<file path="config.mk">
export PLATFORM = sky130hd
export DESIGN_NAME = abus_share_arbiter
export DESIGN_NICKNAME = d
export VERILOG_FILES = /design/src/rtl/abus_share_arbiter.sv
export SDC_FILE = /design/constraint.sdc
export NUM_CORES = 1
export LEC_CHECK = 0
export ABC_AREA = 0
export ABC_CLOCK_PERIOD_IN_PS = 2800
export CORE_UTILIZATION = 54
export DETAILED_ROUTE_END_ITERATION = 7
export PLACE_DENSITY = 0.88
export SETUP_SLACK_MARGIN = 0.15
export SLEW_MARGIN = 20
export SYNTH_ARGS = -nofsm -noshare
export SYNTH_HDL_FRONTEND = slang
export SYNTH_SLANG_ARGS = --single-unit
</file>
<file path="constraint.sdc">
create_clock -name clock -period 2.8 [get_ports clock]
set_input_delay 0.7 -clock clock [delete_from_list [all_inputs] [get_ports clock]]
set_output_delay 0.7 -clock clock [all_outputs]
set_load 0.03 [all_outputs]
</file>
<file path="src/rtl/abus_share_arbiter.sv">
// Break-before-make, round-robin time-sharing of one analog bus segment between NUM_REQ requesters.
// Optional hold-timeout forced release is enabled by defining ABUS_ARB_TIMEOUT_EN.
module abus_share_arbiter #(
    parameter int unsigned NUM_REQ       = 4,
    parameter int unsigned OWNER_W       = 2,
    parameter int unsigned DEAD_CYCLES   = 2,
    parameter int unsigned SETTLE_CYCLES = 8,
    parameter int unsigned HOLD_MAX      = 255
) (
    input  logic               clock,
    input  logic               reset,
    input  logic [NUM_REQ-1:0] req,
    output logic [NUM_REQ-1:0] sw_en,
    output logic [NUM_REQ-1:0] grant,
    output logic [OWNER_W-1:0] owner,
    output logic               busy,
    output logic               timeout
);

    localparam int unsigned CNT_W = 8;

    // Elaboration-time range check of the configuration.
    if (NUM_REQ < 2 || NUM_REQ > 8 || OWNER_W < 1 || (1 << OWNER_W) < NUM_REQ ||
        DEAD_CYCLES < 1 || DEAD_CYCLES > 255 || SETTLE_CYCLES < 1 || SETTLE_CYCLES > 255 ||
        HOLD_MAX < 1 || HOLD_MAX > 255) begin : g_param_check
        $error("abus_share_arbiter: parameter out of range");
    end

    typedef enum logic [1:0] {
        IDLE   = 2'd0,
        SETTLE = 2'd1,
        OWNED  = 2'd2,
        DEAD   = 2'd3
    } state_t;

    state_t             state, state_d;
    logic [NUM_REQ-1:0] sw_en_d, grant_d;
    logic [OWNER_W-1:0] owner_d, rr_ptr, rr_ptr_d;
    logic [CNT_W-1:0]   cnt, cnt_d;
    logic               busy_d;

    logic [NUM_REQ-1:0] own_mask;
    logic               req_own;
    logic [OWNER_W-1:0] owner_inc;
    logic               any_req;
    logic [OWNER_W-1:0] winner;

`ifdef ABUS_ARB_TIMEOUT_EN
    logic [CNT_W-1:0] hold, hold_d;
    logic             timeout_d;
    logic             others_pending;
`endif

    function automatic logic [NUM_REQ-1:0] to_onehot(input logic [OWNER_W-1:0] idx);
        logic [NUM_REQ-1:0] m;
        m = '0;
        for (int i = 0; i < NUM_REQ; i++) begin
            if (idx == OWNER_W'(i)) m[i] = 1'b1;
        end
        return m;
    endfunction

    // Owner decode; a mask compare avoids indexing req with an unused owner encoding.
    assign own_mask  = to_onehot(owner);
    assign req_own   = |(req & own_mask);
    assign owner_inc = (owner == OWNER_W'(NUM_REQ - 1)) ? '0 : owner + OWNER_W'(1);

`ifdef ABUS_ARB_TIMEOUT_EN
    assign others_pending = |(req & ~own_mask);
`endif

    // Round-robin pick: first request at or above rr_ptr, else the lowest request (wrap).
    always_comb begin
        logic               found_hi, found_lo;
        logic [OWNER_W-1:0] win_hi, win_lo;
        found_hi = 1'b0;
        found_lo = 1'b0;
        win_hi   = '0;
        win_lo   = '0;
        for (int i = 0; i < NUM_REQ; i++) begin
            if (req[i] && !found_lo) begin
                found_lo = 1'b1;
                win_lo   = OWNER_W'(i);
            end
            if (req[i] && !found_hi && (OWNER_W'(i) >= rr_ptr)) begin
                found_hi = 1'b1;
                win_hi   = OWNER_W'(i);
            end
        end
        any_req = found_lo;
        winner  = found_hi ? win_hi : win_lo;
    end

    // Next-state and next-output logic.
    always_comb begin
        state_d  = state;
        sw_en_d  = sw_en;
        grant_d  = grant;
        owner_d  = owner;
        rr_ptr_d = rr_ptr;
        cnt_d    = cnt;
`ifdef ABUS_ARB_TIMEOUT_EN
        hold_d    = hold;
        timeout_d = 1'b0;
`endif
        case (state)
            IDLE: begin
                sw_en_d = '0;
                grant_d = '0;
                if (any_req) begin
                    state_d = SETTLE;
                    sw_en_d = to_onehot(winner);
                    owner_d = winner;
                    cnt_d   = CNT_W'(SETTLE_CYCLES - 1);
                end
            end
            SETTLE: begin
                if (!req_own) begin
                    // Aborted before grant: open the switch and still honour the dead time.
                    state_d = DEAD;
                    sw_en_d = '0;
                    grant_d = '0;
                    cnt_d   = CNT_W'(DEAD_CYCLES - 1);
                end else if (cnt == '0) begin
                    state_d = OWNED;
                    grant_d = own_mask;
`ifdef ABUS_ARB_TIMEOUT_EN
                    hold_d  = '0;
`endif
                end else begin
                    cnt_d = cnt - CNT_W'(1);
                end
            end
            OWNED: begin
                if (!req_own) begin
                    state_d  = DEAD;
                    sw_en_d  = '0;
                    grant_d  = '0;
                    cnt_d    = CNT_W'(DEAD_CYCLES - 1);
                    rr_ptr_d = owner_inc;
`ifdef ABUS_ARB_TIMEOUT_EN
                end else if ((hold >= CNT_W'(HOLD_MAX)) && others_pending) begin
                    state_d   = DEAD;
                    sw_en_d   = '0;
                    grant_d   = '0;
                    cnt_d     = CNT_W'(DEAD_CYCLES - 1);
                    rr_ptr_d  = owner_inc;
                    timeout_d = 1'b1;
                end else if (hold != '1) begin
                    hold_d = hold + CNT_W'(1);
`endif
                end
            end
            DEAD: begin
                sw_en_d = '0;
                grant_d = '0;
                if (cnt == '0) begin
                    state_d = IDLE;
                end else begin
                    cnt_d = cnt - CNT_W'(1);
                end
            end
            default: begin
                state_d = IDLE;
                sw_en_d = '0;
                grant_d = '0;
            end
        endcase
        busy_d = (state_d != IDLE);
    end

    // State and registered outputs; reset opens every switch immediately.
    always_ff @(posedge clock) begin
        if (reset) begin
            state  <= IDLE;
            sw_en  <= '0;
            grant  <= '0;
            owner  <= '0;
            busy   <= 1'b0;
            rr_ptr <= '0;
            cnt    <= '0;
`ifdef ABUS_ARB_TIMEOUT_EN
            hold    <= '0;
            timeout <= 1'b0;
`endif
        end else begin
            state  <= state_d;
            sw_en  <= sw_en_d;
            grant  <= grant_d;
            owner  <= owner_d;
            busy   <= busy_d;
            rr_ptr <= rr_ptr_d;
            cnt    <= cnt_d;
`ifdef ABUS_ARB_TIMEOUT_EN
            hold    <= hold_d;
            timeout <= timeout_d;
`endif
        end
    end

`ifndef ABUS_ARB_TIMEOUT_EN
    assign timeout = 1'b0;
`endif

endmodule

</file>
==> Flow_metrics.wiki, run 1 <==
{| class="wikitable"
! Metric !! Value
|-
| CTS resizes || 0
|-
| Most common cell after layout, fill and taps aside || dfxtp_1
|-
| IO Pins || 18
|-
| Insertion delay to the later sink of the worst-skew pair || 310 ps
|-
| Net count after synthesis || 174
|-
| Count of endpoints failing hold in the final timing report || 0
|-
| Post-synthesis sequential element count || 23
|-
| Final Skew || 11.33 ps
|-
| Worst Setup Path Type || in2reg
|-
| Share of final-layout standard cells stronger than drive strength 1 || 0.1027
|-
| Cell at the root of the clock tree || clkbuf_4
|-
| Wire length after detailed routing || 3328 microns
|-
| Setup slack after placement || 96.53 ps
|-
| Post-Place Cell Area || 1587 sq um
|-
| Yosys warning count || 0
|-
| Starting density of the core || 0.5838
|-
| Post-synthesis instance area || 1329 sq um
|-
| Final setup viols || 0
|-
| Drt pass-1 iters || 4
|-
| Overall track demand over capacity in global routing || 0.2811
|-
| Routed wirelength normalized by instance count || 15.62 microns
|-
| R2R depth || 8
|-
| Hold WC Path Type || reg2reg
|-
| Number of CTS-inserted buffers || 3
|-
| Data arrival time of the worst path || 2670 ps
|-
| Final HPWL from detailed placement || 2589 microns
|-
| Most frequent cells in the layout || dfxtp_1, clkdlybuf4s50_1, nor2_1
|-
| # H-tree levels || 1
|-
| Worst Path Max Fanout || 5
|-
| Post-CTS setup repair buffer count || 0
|-
| Site Rows || 17
|-
| Post-synth EDFFs || 0
|-
| Overflow left after global routing || 0
|-
| Post-synth top area share || 0.3465
|-
| Area of combinational cells with multiple inputs || 810.8 sq um
|-
| Pwr per Cell Area || 985.7 nW/um^2
|-
| PnR worst setup slack || 387.6 ps
|-
| Post-detailed-route count of antenna-violating nets || 0
|-
| Primary FF master, synth || dfxtp_1
|-
| Total inserted antenna cells || 0
|-
| Worst-case vdd ir drop || 601.6 uV
|-
| Synth cell types || 44
|-
| Asr flop ratio synth || 0
|-
| Detailed-route via count || 1335
|-
| Clock-pin slew on the worst setup and hold paths || 110 ps
|-
| Number of slew-limit violations in the final report || 0
|-
| Final design utilization || 0.7092
|-
| Buffers added on ports || 16
|-
| Floorplan die width || 51.61 microns
|-
| CTS sink count || 23
|-
| Fraction of the yosys area taken by sequential cells || 0.3465
|-
| Post-Synthesis Cells || 158
|-
| Seq. cell area || 460.4 sq um
|-
| Yosys top cell by area || dfxtp_1
|-
| Number of nets in the layout || 202
|-
| Drt via density || 6.268
|-
| Cell depth of the worst min-delay path || 2
|-
| Die area || 2663 sq um
|-
| Initial antenna violation count || 0
|-
| Placer congestion estimate || 0.8815
|-
| Final Instance Area || 1614 sq um
|-
| Setup repair after global routing missed its margin || no
|-
| Global-route wire length before repair || 5630 microns
|-
| Remaining design rule violation count || 0
|-
| Growth of design area from synthesis to finish || 21.47%
|-
| Worst setup EP type || register
|-
| Clock Tree Buf Depth || 2
|-
| Post-Synthesis Mean Instance Area || 8.410 sq um
|-
| Pin count of the biggest net entering global routing || 14
|-
| Required time of the worst setup path || 3060 ps
|-
| Main area contributors after synthesis || dfxtp_1, ha_1, nor2_1
|-
| Vias in the first global route || 1291
|-
| Leak || 0.6414 nW
|-
| Outcome || finished clean
|-
| Highest clock frequency the design can meet || 414.5 MHz
|-
| Setup TNS || 0 ps
|-
| Placeable core region || 2276 sq um
|-
| Min Clock Period, post-route || 2412 ps
|-
| Iteration-0 DRC Markers || 69
|-
| Fill count || 159
|-
| Count of max-cap constraint violations || 0
|-
| Critical Path Source Type || primary input
|-
| Die extent in y || 51.61 microns
|-
| Final worst-path cycle share || 0.8616
|-
| Hold buffer count at CTS || 0
|-
| Clock tree from TritonCTS || yes
|}
worst max-delay path, cell delays in order:
cell	delay (ps)
clkdlybuf4s50_1	480
a22o_1	260
or2_2	310
a2111oi_0	410
buf_4	190
nor2b_1	180
a32o_1	140
cell usage after synthesis, drive strengths merged (3+ instances only):
master	n
xor2	3
o211ai	3
nor3	7
or3	3
a21oi	9
dfxtp	23
nor2b	4
inv	10
ha	10
a21o	3
a32o	4
nand2	13
and2	3
o21ai	5
a32oi	5
nor2	14
nand3	6
logic make-up (layout without fill, tap and decap cells):
kind of cell / Yosys count / in the layout / synth area share
other: 1 / 1 / 0.002822
xor gates and xnor gates: 3 / 3 / 0.01978
buffers and inverters: 14 / 41 / 0.04331
AOI/OAI and AO/OA: 45 / 45 / 0.2571
and+or+nand+nor: 62 / 62 / 0.2364
adders and majority gates: 10 / 10 / 0.09416
DFF: 23 / 23 / 0.3465
layer usage:
metal / vias to the layer above / part of all wire / GRT usage
met3: 10 / 0.047 / 0.04094
li1: 651 / - / -
met1: 624 / 0.44 / 0.3208
met2: 50 / 0.49 / 0.5043
met4: 0 / 0.022 / 0.1396
met5: - / 0 / 0
registers in the layout, summed over array words and instances, names as in the netlist:
name / flops
busy: 1
cnt: 8
grant: 4
owner: 2
rr_ptr: 2
state: 2
sw_en: 4
per-stage QoR:
stage / total power [mW] / std cells / hold WS [ps]
after floorplan: 1.135 / 158 / 447.8
after global routing: 1.711 / 213 / 531.9
final: 1.591 / 213 / 488.2
after CTS: 1.576 / 213 / 490.6
after global placement: 1.376 / 209 / 457.2
after detailed placement: 1.422 / 209 / 474.6
worst paths after layout:
kind                                  to  slack [ps]     start
worst max-delay path            sw_en[0]         390    req[2]
worst min register to register  sw_en[3]         490  sw_en[3]
worst min-delay path            sw_en[3]         490  sw_en[3]
worst max register to register  sw_en[0]         440  owner[0]
layout make-up:
class,count,area share
inverters,10,0.02326
flip-flops and latches,23,0.2853
clock buffers,3,0.01395
clock inverters,1,0.003101
multi-input cells,121,0.5023
well taps,28,0.02171
repair buffers,27,0.1504
report_power, final:
| part | leakage [nW] | internal, mW | switching, mW | total [mW] |
|---|---|---|---|---|
| Clock | 0.0177 | 0.0534 | 0.0983 | 0.152 |
| Sequential | 0.188 | 0.406 | 0.0759 | 0.482 |
| Combinational | 0.436 | 0.387 | 0.570 | 0.958 |
No activity file was read; power rests on OpenSTA's default activity.
==> inputs of run 2 (changes only) <==
--- a/config.mk
+++ b/config.mk
@@ -7,9 +7,9 @@
 export LEC_CHECK = 0
 export ABC_AREA = 0
 export ABC_CLOCK_PERIOD_IN_PS = 2800
-export CORE_UTILIZATION = 54
+export CORE_UTILIZATION = 35
 export DETAILED_ROUTE_END_ITERATION = 7
-export PLACE_DENSITY = 0.88
+export PLACE_DENSITY = 0.64
 export SETUP_SLACK_MARGIN = 0.15
 export SLEW_MARGIN = 20
 export SYNTH_ARGS = -nofsm -noshare
==> Flow_metrics.wiki, run 2 (synthesis results as in run 1) <==
{| class="wikitable"
! Metric !! Value
|-
| Outcome || finished clean
|-
| Launch point of the worst hold path || sw_en[3]
|-
| Worst setup EP type || register
|-
| Die area || 4047 sq um (+52%)
|-
| Most common cell after layout, fill and taps aside || dfxtp_1
|-
| Starting density of the core || 0.3630 (-0.2209)
|-
| Top Registers || cnt (8), grant (4), sw_en (4)
|-
| Buffers added on ports || 16 (unchanged)
|-
| Floorplan die width || 63.62 microns (+23%)
|-
| Pin count of the biggest net entering global routing || 14 (unchanged)
|-
| Vias in the first global route || 1259 (-2.5%)
|-
| Hold buffer count at CTS || 0 (unchanged)
|-
| Drt via density || 5.491 (-12%)
|-
| # H-tree levels || 1 (unchanged)
|-
| Minimum setup slack among reg-to-reg paths || 480 ps (+40 ps)
|-
| Hold WC Path Type || reg2reg
|-
| Start of the worst register-to-register path || owner[0]
|-
| Worst Path Max Fanout || 7 (+2)
|-
| Leak || 0.6443 nW (+0.46%)
|-
| PnR worst setup slack || 333.1 ps (-54.53 ps)
|-
| Most frequent cells in the layout || dfxtp_1, clkdlybuf4s50_1, nor2_1
|-
| Internal power contribution || 889.8 uW (+5.1%)
|-
| Global-route wire length before repair || 5520 microns (-2.0%)
|-
| Cell at the root of the clock tree || clkbuf_8
|-
| Final Instance Area || 1650 sq um (+2.2%)
|-
| Number of flip-flops in the largest register || 8 (unchanged)
|-
| Register containing the most flip-flops in the final layout || cnt
|-
| Site Rows || 22 (+5)
|-
| Wire length after detailed routing || 3262 microns (-2.0%)
|-
| Post-detailed-route count of antenna-violating nets || 0 (unchanged)
|-
| Required time of the worst setup path || 3010 ps (-50 ps)
|-
| Pwr per Cell Area || 988.3 nW/um^2 (+0.26%)
|-
| Initial antenna violation count || 0 (unchanged)
|-
| Die extent in y || 63.62 microns (+23%)
|-
| Growth of design area from synthesis to finish || 24.20%
|-
| Placer congestion estimate || 0.7920 (-10%)
|-
| Part of the total power dissipated in combinational logic || 0.580 (-0.022)
|-
| Post-CTS setup repair buffer count || 0 (unchanged)
|-
| Sequential share of power || 0.292 (-0.011)
|-
| Count of max-cap constraint violations || 0 (unchanged)
|-
| Worst-case vdd ir drop || 368.0 uV (-39%)
|-
| Routed wirelength normalized by instance count || 14.06 microns (-10%)
|-
| Number of CTS-inserted buffers || 3 (unchanged)
|-
| Post-Place Cell Area || 1604 sq um (+1.1%)
|-
| Placeable core region || 3661 sq um (+61%)
|-
| Setup slack after placement || 56.16 ps (-40.37 ps)
|-
| Total inserted antenna cells || 0 (unchanged)
|-
| Critical Path Source Type || primary input
|-
| Clock tree from TritonCTS || yes
|-
| Overflow left after global routing || 0 (unchanged)
|-
| Overall track demand over capacity in global routing || 0.1715 (-0.1095)
|-
| Iteration-0 DRC Markers || 52 (-25%)
|-
| Clock-pin slew on the worst setup and hold paths || 80 ps (-30 ps)
|-
| Final design utilization || 0.4508 (-0.2584)
|-
| Final worst-path cycle share || 0.8811 (+0.01948)
|-
| Setup TNS || 0 ps (unchanged)
|-
| Worst Setup Path Type || in2reg
|-
| Clock Tree Buf Depth || 2 (unchanged)
|-
| Setup repair after global routing missed its margin || no
|-
| Min Clock Period, post-route || 2467 ps (+54.53 ps)
|-
| Drt pass-1 iters || 4 (unchanged)
|-
| P_sw || 741.2 uW (-0.42%)
|-
| Crit. Startpoint || req[0]
|-
| Number of nets in the layout || 201 (-0.50%)
|-
| Insertion delay to the later sink of the worst-skew pair || 270 ps (-40 ps)
|-
| Final setup viols || 0 (unchanged)
|-
| Share of final-layout standard cells stronger than drive strength 1 || 0.09783 (-0.004877)
|-
| Clock share of power || 0.128 (+0.033)
|-
| Final Skew || 6.705 ps (-4.625 ps)
|-
| Remaining design rule violation count || 0 (unchanged)
|-
| CTS resizes || 0 (unchanged)
|-
| CTS sink count || 23 (unchanged)
|-
| Number of slew-limit violations in the final report || 0 (unchanged)
|-
| Highest clock frequency the design can meet || 405.4 MHz (-2.2%)
|-
| IO Pins || 18 (unchanged)
|-
| Final HPWL from detailed placement || 2566 microns (-0.90%)
|-
| Data arrival time of the worst path || 2680 ps (about the same)
|-
| Count of endpoints failing hold in the final timing report || 0 (unchanged)
|-
| Detailed-route via count || 1274 (-4.6%)
|-
| Switching share of power || 0.4545 (-0.01339)
|}
==> run 2: final cells by class <==
type | instances | area (sq um)
tap | 48 | 60.06
inverter | 10 | 37.54
clock buffer | 3 | 41.29
multi-input combinational | 121 | 810.8
fill | 368 | 2011
timing repair buffer | 26 | 235.2
clock inverter | 1 | 5.005
sequential | 23 | 460.4
==> run 2: through the flow <==
stage,total power [mW],hold WS (ps),cells
after global routing,1.760,538.5,232
after CTS,1.634,500.8,232
after global placement,1.387,473.9,228
final,1.631,497.0,232
after floorplan,1.135,447.8,158
after detailed placement,1.419,486.3,228
==> run 2: per-layer routing <==
layer  vias to the layer above  global-route usage  wire, microns
met2                        29              0.3152           1597
li1                        643                   -              -
met4                         0             0.05398             46
met3                         7             0.02717            116
met5                         -                   0              0
met1                       595              0.1993           1502
==> run 2: path summary, 6_finish.rpt <==
kind,endpoint,depth (start not counted)
max,sw_en[0],7
min,sw_en[3],2
max reg2reg,sw_en[0],8
min reg2reg,sw_en[3],2
==> run 2: power groups by stage <==
stage	Sequential, mW	Combinational (mW)	Clock (mW)
floorplan	0.525	0.610	0
global placement	0.478	0.909	0
detailed placement	0.483	0.936	0
CTS	0.477	0.943	0.214
global route	0.489	1.04	0.227
finish	0.477	0.946	0.208
==> run 2: critical path, cell delays in order <==
cell and delay [ps]:
clkdlybuf4s50_1 500, a22o_1 260, or2_2 320, a2111oi_0 400
buf_4 190, nor2b_1 170, a32o_1 140
==> inputs of run 3 (changes only) <==
--- a/config.mk
+++ b/config.mk
@@ -6,11 +6,12 @@
 export NUM_CORES = 1
 export LEC_CHECK = 0
 export ABC_AREA = 0
-export ABC_CLOCK_PERIOD_IN_PS = 2800
+export ABC_CLOCK_PERIOD_IN_PS = 2900
 export CORE_UTILIZATION = 35
 export DETAILED_ROUTE_END_ITERATION = 7
-export PLACE_DENSITY = 0.64
+export PLACE_DENSITY = 0.65
 export SETUP_SLACK_MARGIN = 0.15
+export SKIP_CTS_REPAIR_TIMING = 1
 export SLEW_MARGIN = 20
 export SYNTH_ARGS = -nofsm -noshare
 export SYNTH_HDL_FRONTEND = slang
==> constraint.sdc (replaced) <==
create_clock -name clock -period 2.9 [get_ports clock]
set_input_delay 0.725 -clock clock [delete_from_list [all_inputs] [get_ports clock]]
set_output_delay 0.725 -clock clock [all_outputs]
set_load 0.03 [all_outputs]
==> Flow_metrics.wiki, run 3 (synthesis results as in run 1) <==
{| class="wikitable"
! Metric !! Value
|-
| Outcome || finished clean
|-
| Remaining design rule violation count || 0 (unchanged)
|-
| Min Clock Period, post-route || 2518 ps
|-
| Fill count || 370 (+0.54%)
|-
| Area of combinational cells with multiple inputs || 810.8 sq um (unchanged)
|-
| Clock-pin slew on the worst setup and hold paths || 80 ps (about the same)
|-
| CTS sink count || 23 (unchanged)
|-
| Initial antenna violation count || 0 (unchanged)
|-
| Leak || 0.6362 nW (-1.3%)
|-
| Number of nets in the layout || 200 (-0.50%)
|-
| Minimum hold slack || 498.1 ps (+1.030 ps)
|-
| Register containing the most flip-flops in the final layout || cnt
|-
| Data arrival time of the worst path || 2730 ps (+50 ps)
|-
| Worst Path Max Fanout || 7 (unchanged)
|-
| Final setup viols || 0 (unchanged)
|-
| Starting density of the core || 0.3630 (unchanged)
|-
| Required time of the worst setup path || 3110 ps (+100 ps)
|-
| Clock Tree Buf Depth || 2 (unchanged)
|-
| Insertion delay to the later sink of the worst-skew pair || 260 ps (about the same)
|-
| Number of slew-limit violations in the final report || 0 (unchanged)
|-
| Most common cell after layout, fill and taps aside || dfxtp_1
|-
| Setup slack after placement || 135.2 ps (+79.01 ps)
|-
| Final Instance Area || 1642 sq um (-0.53%)
|-
| Floorplan die width || 63.62 microns (unchanged)
|-
| Total power || 1.567 mW (-4.0%)
|-
| Vias in the first global route || 1217 (-3.3%)
|-
| Hold WC Path Type || reg2reg
|-
| Routed wirelength normalized by instance count || 13.92 microns (-1.0%)
|-
| Placed Instances || 227 (-0.44%)
|-
| Final worst-path cycle share || 0.8682
|-
| Pin count of the biggest net entering global routing || 13 (-1)
|-
| Placer congestion estimate || 0.8273 (+4.5%)
|-
| Post-Place Cell Area || 1597 sq um (-0.47%)
|-
| Worst setup EP type || register
|-
| Final HPWL from detailed placement || 2474 microns (-3.6%)
|-
| Setup repair after global routing missed its margin || no
|-
| # H-tree levels || 1 (unchanged)
|-
| Share of final-layout standard cells stronger than drive strength 1 || 0.08743 (-0.01039)
|-
| Clock tree from TritonCTS || yes
|-
| Final cell count without fillers || 231 (-0.43%)
|-
| Drt pass-1 iters || 4 (unchanged)
|-
| Growth of design area from synthesis to finish || 23.54%
|-
| Placeable core region || 3661 sq um (unchanged)
|-
| Highest clock frequency the design can meet || 397.2 MHz
|-
| Setup TNS || 0 ps (unchanged)
|-
| Total inserted antenna cells || 0 (unchanged)
|-
| Count of endpoints failing hold in the final timing report || 0 (unchanged)
|-
| Most frequent cells in the layout || dfxtp_1, clkdlybuf4s50_1, nor2_1
|-
| Final design utilization || 0.4484 (-0.002392)
|-
| Overflow left after global routing || 0 (unchanged)
|-
| Number of CTS-inserted buffers || 3 (unchanged)
|-
| Wire length after detailed routing || 3215 microns (-1.4%)
|-
| Overall track demand over capacity in global routing || 0.1684 (-0.003153)
|-
| Critical Path Source Type || primary input
|-
| Seq. cell area || 460.4 sq um (unchanged)
|-
| Drt via density || 5.580 (+1.6%)
|-
| Number of flip-flops in the largest register || 8 (unchanged)
|-
| Detailed-route via count || 1289 (+1.2%)
|-
| Top Registers || cnt (8), grant (4), sw_en (4)
|-
| Pwr per Cell Area || 954.3 nW/um^2 (-3.4%)
|-
| IO Pins || 18 (unchanged)
|-
| Post-detailed-route count of antenna-violating nets || 0 (unchanged)
|-
| Die extent in y || 63.62 microns (unchanged)
|-
| Die area || 4047 sq um (unchanged)
|-
| Worst Setup Path Type || in2reg
|-
| Global-route wire length before repair || 5471 microns (-0.89%)
|-
| Site Rows || 22 (unchanged)
|-
| Count of max-cap constraint violations || 0 (unchanged)
|-
| Cell at the root of the clock tree || clkbuf_8
|-
| Iteration-0 DRC Markers || 56 (+7.7%)
|-
| Buffers added on ports || 16 (unchanged)
|-
| Worst-case vdd ir drop || 368.5 uV (+0.15%)
|-
| PnR worst setup slack || 382.1 ps (+49.05 ps)
|-
| Final Skew || 2.022 ps (-4.682 ps)
|}
run 3: cell types whose count changed in the layout (fill, tap and decap cells not counted), sizes merged:
cell	before	now
buf	10	9
clkinv	1	0
clkbuf	3	4
run 3: power by group:
part | internal [mW] | switching [mW]
logic | 0.367 | 0.541
registers | 0.392 | 0.0676
clock network | 0.0981 | 0.101
run 3: worst max-delay path, cell delays in order:
cell,delay (ps)
clkdlybuf4s50_1,520
a22o_1,260
or2_2,320
a2111oi_0,410
buf_4,180
nor2b_1,170
a32o_1,140
run 3: layer usage:
layer  up-vias  track usage  wire length [microns]
met5         -            0                      0
met4         0      0.03125                     16
met3         5      0.04167                    156
met2        46       0.2899                   1539
met1       594       0.2112                   1503
li1        644            -                      -
run 3: layout make-up:
type,count,area share
Inverter,10,0.02287
Multi-Input combinational cell,121,0.4939
Sequential cell,23,0.2805
Timing Repair Buffer,25,0.1387
Tap cell,48,0.03659
Clock buffer,4,0.02744
run 3: worst paths after layout:
path	start	endpoint	slack, ps	depth (start not counted)
hold / removal	sw_en[3]	sw_en[3]	500	2
setup reg to reg	owner[0]	sw_en[0]	590	8
setup / recovery	req[0]	sw_en[0]	380	7
hold reg to reg	sw_en[3]	sw_en[3]	500	2
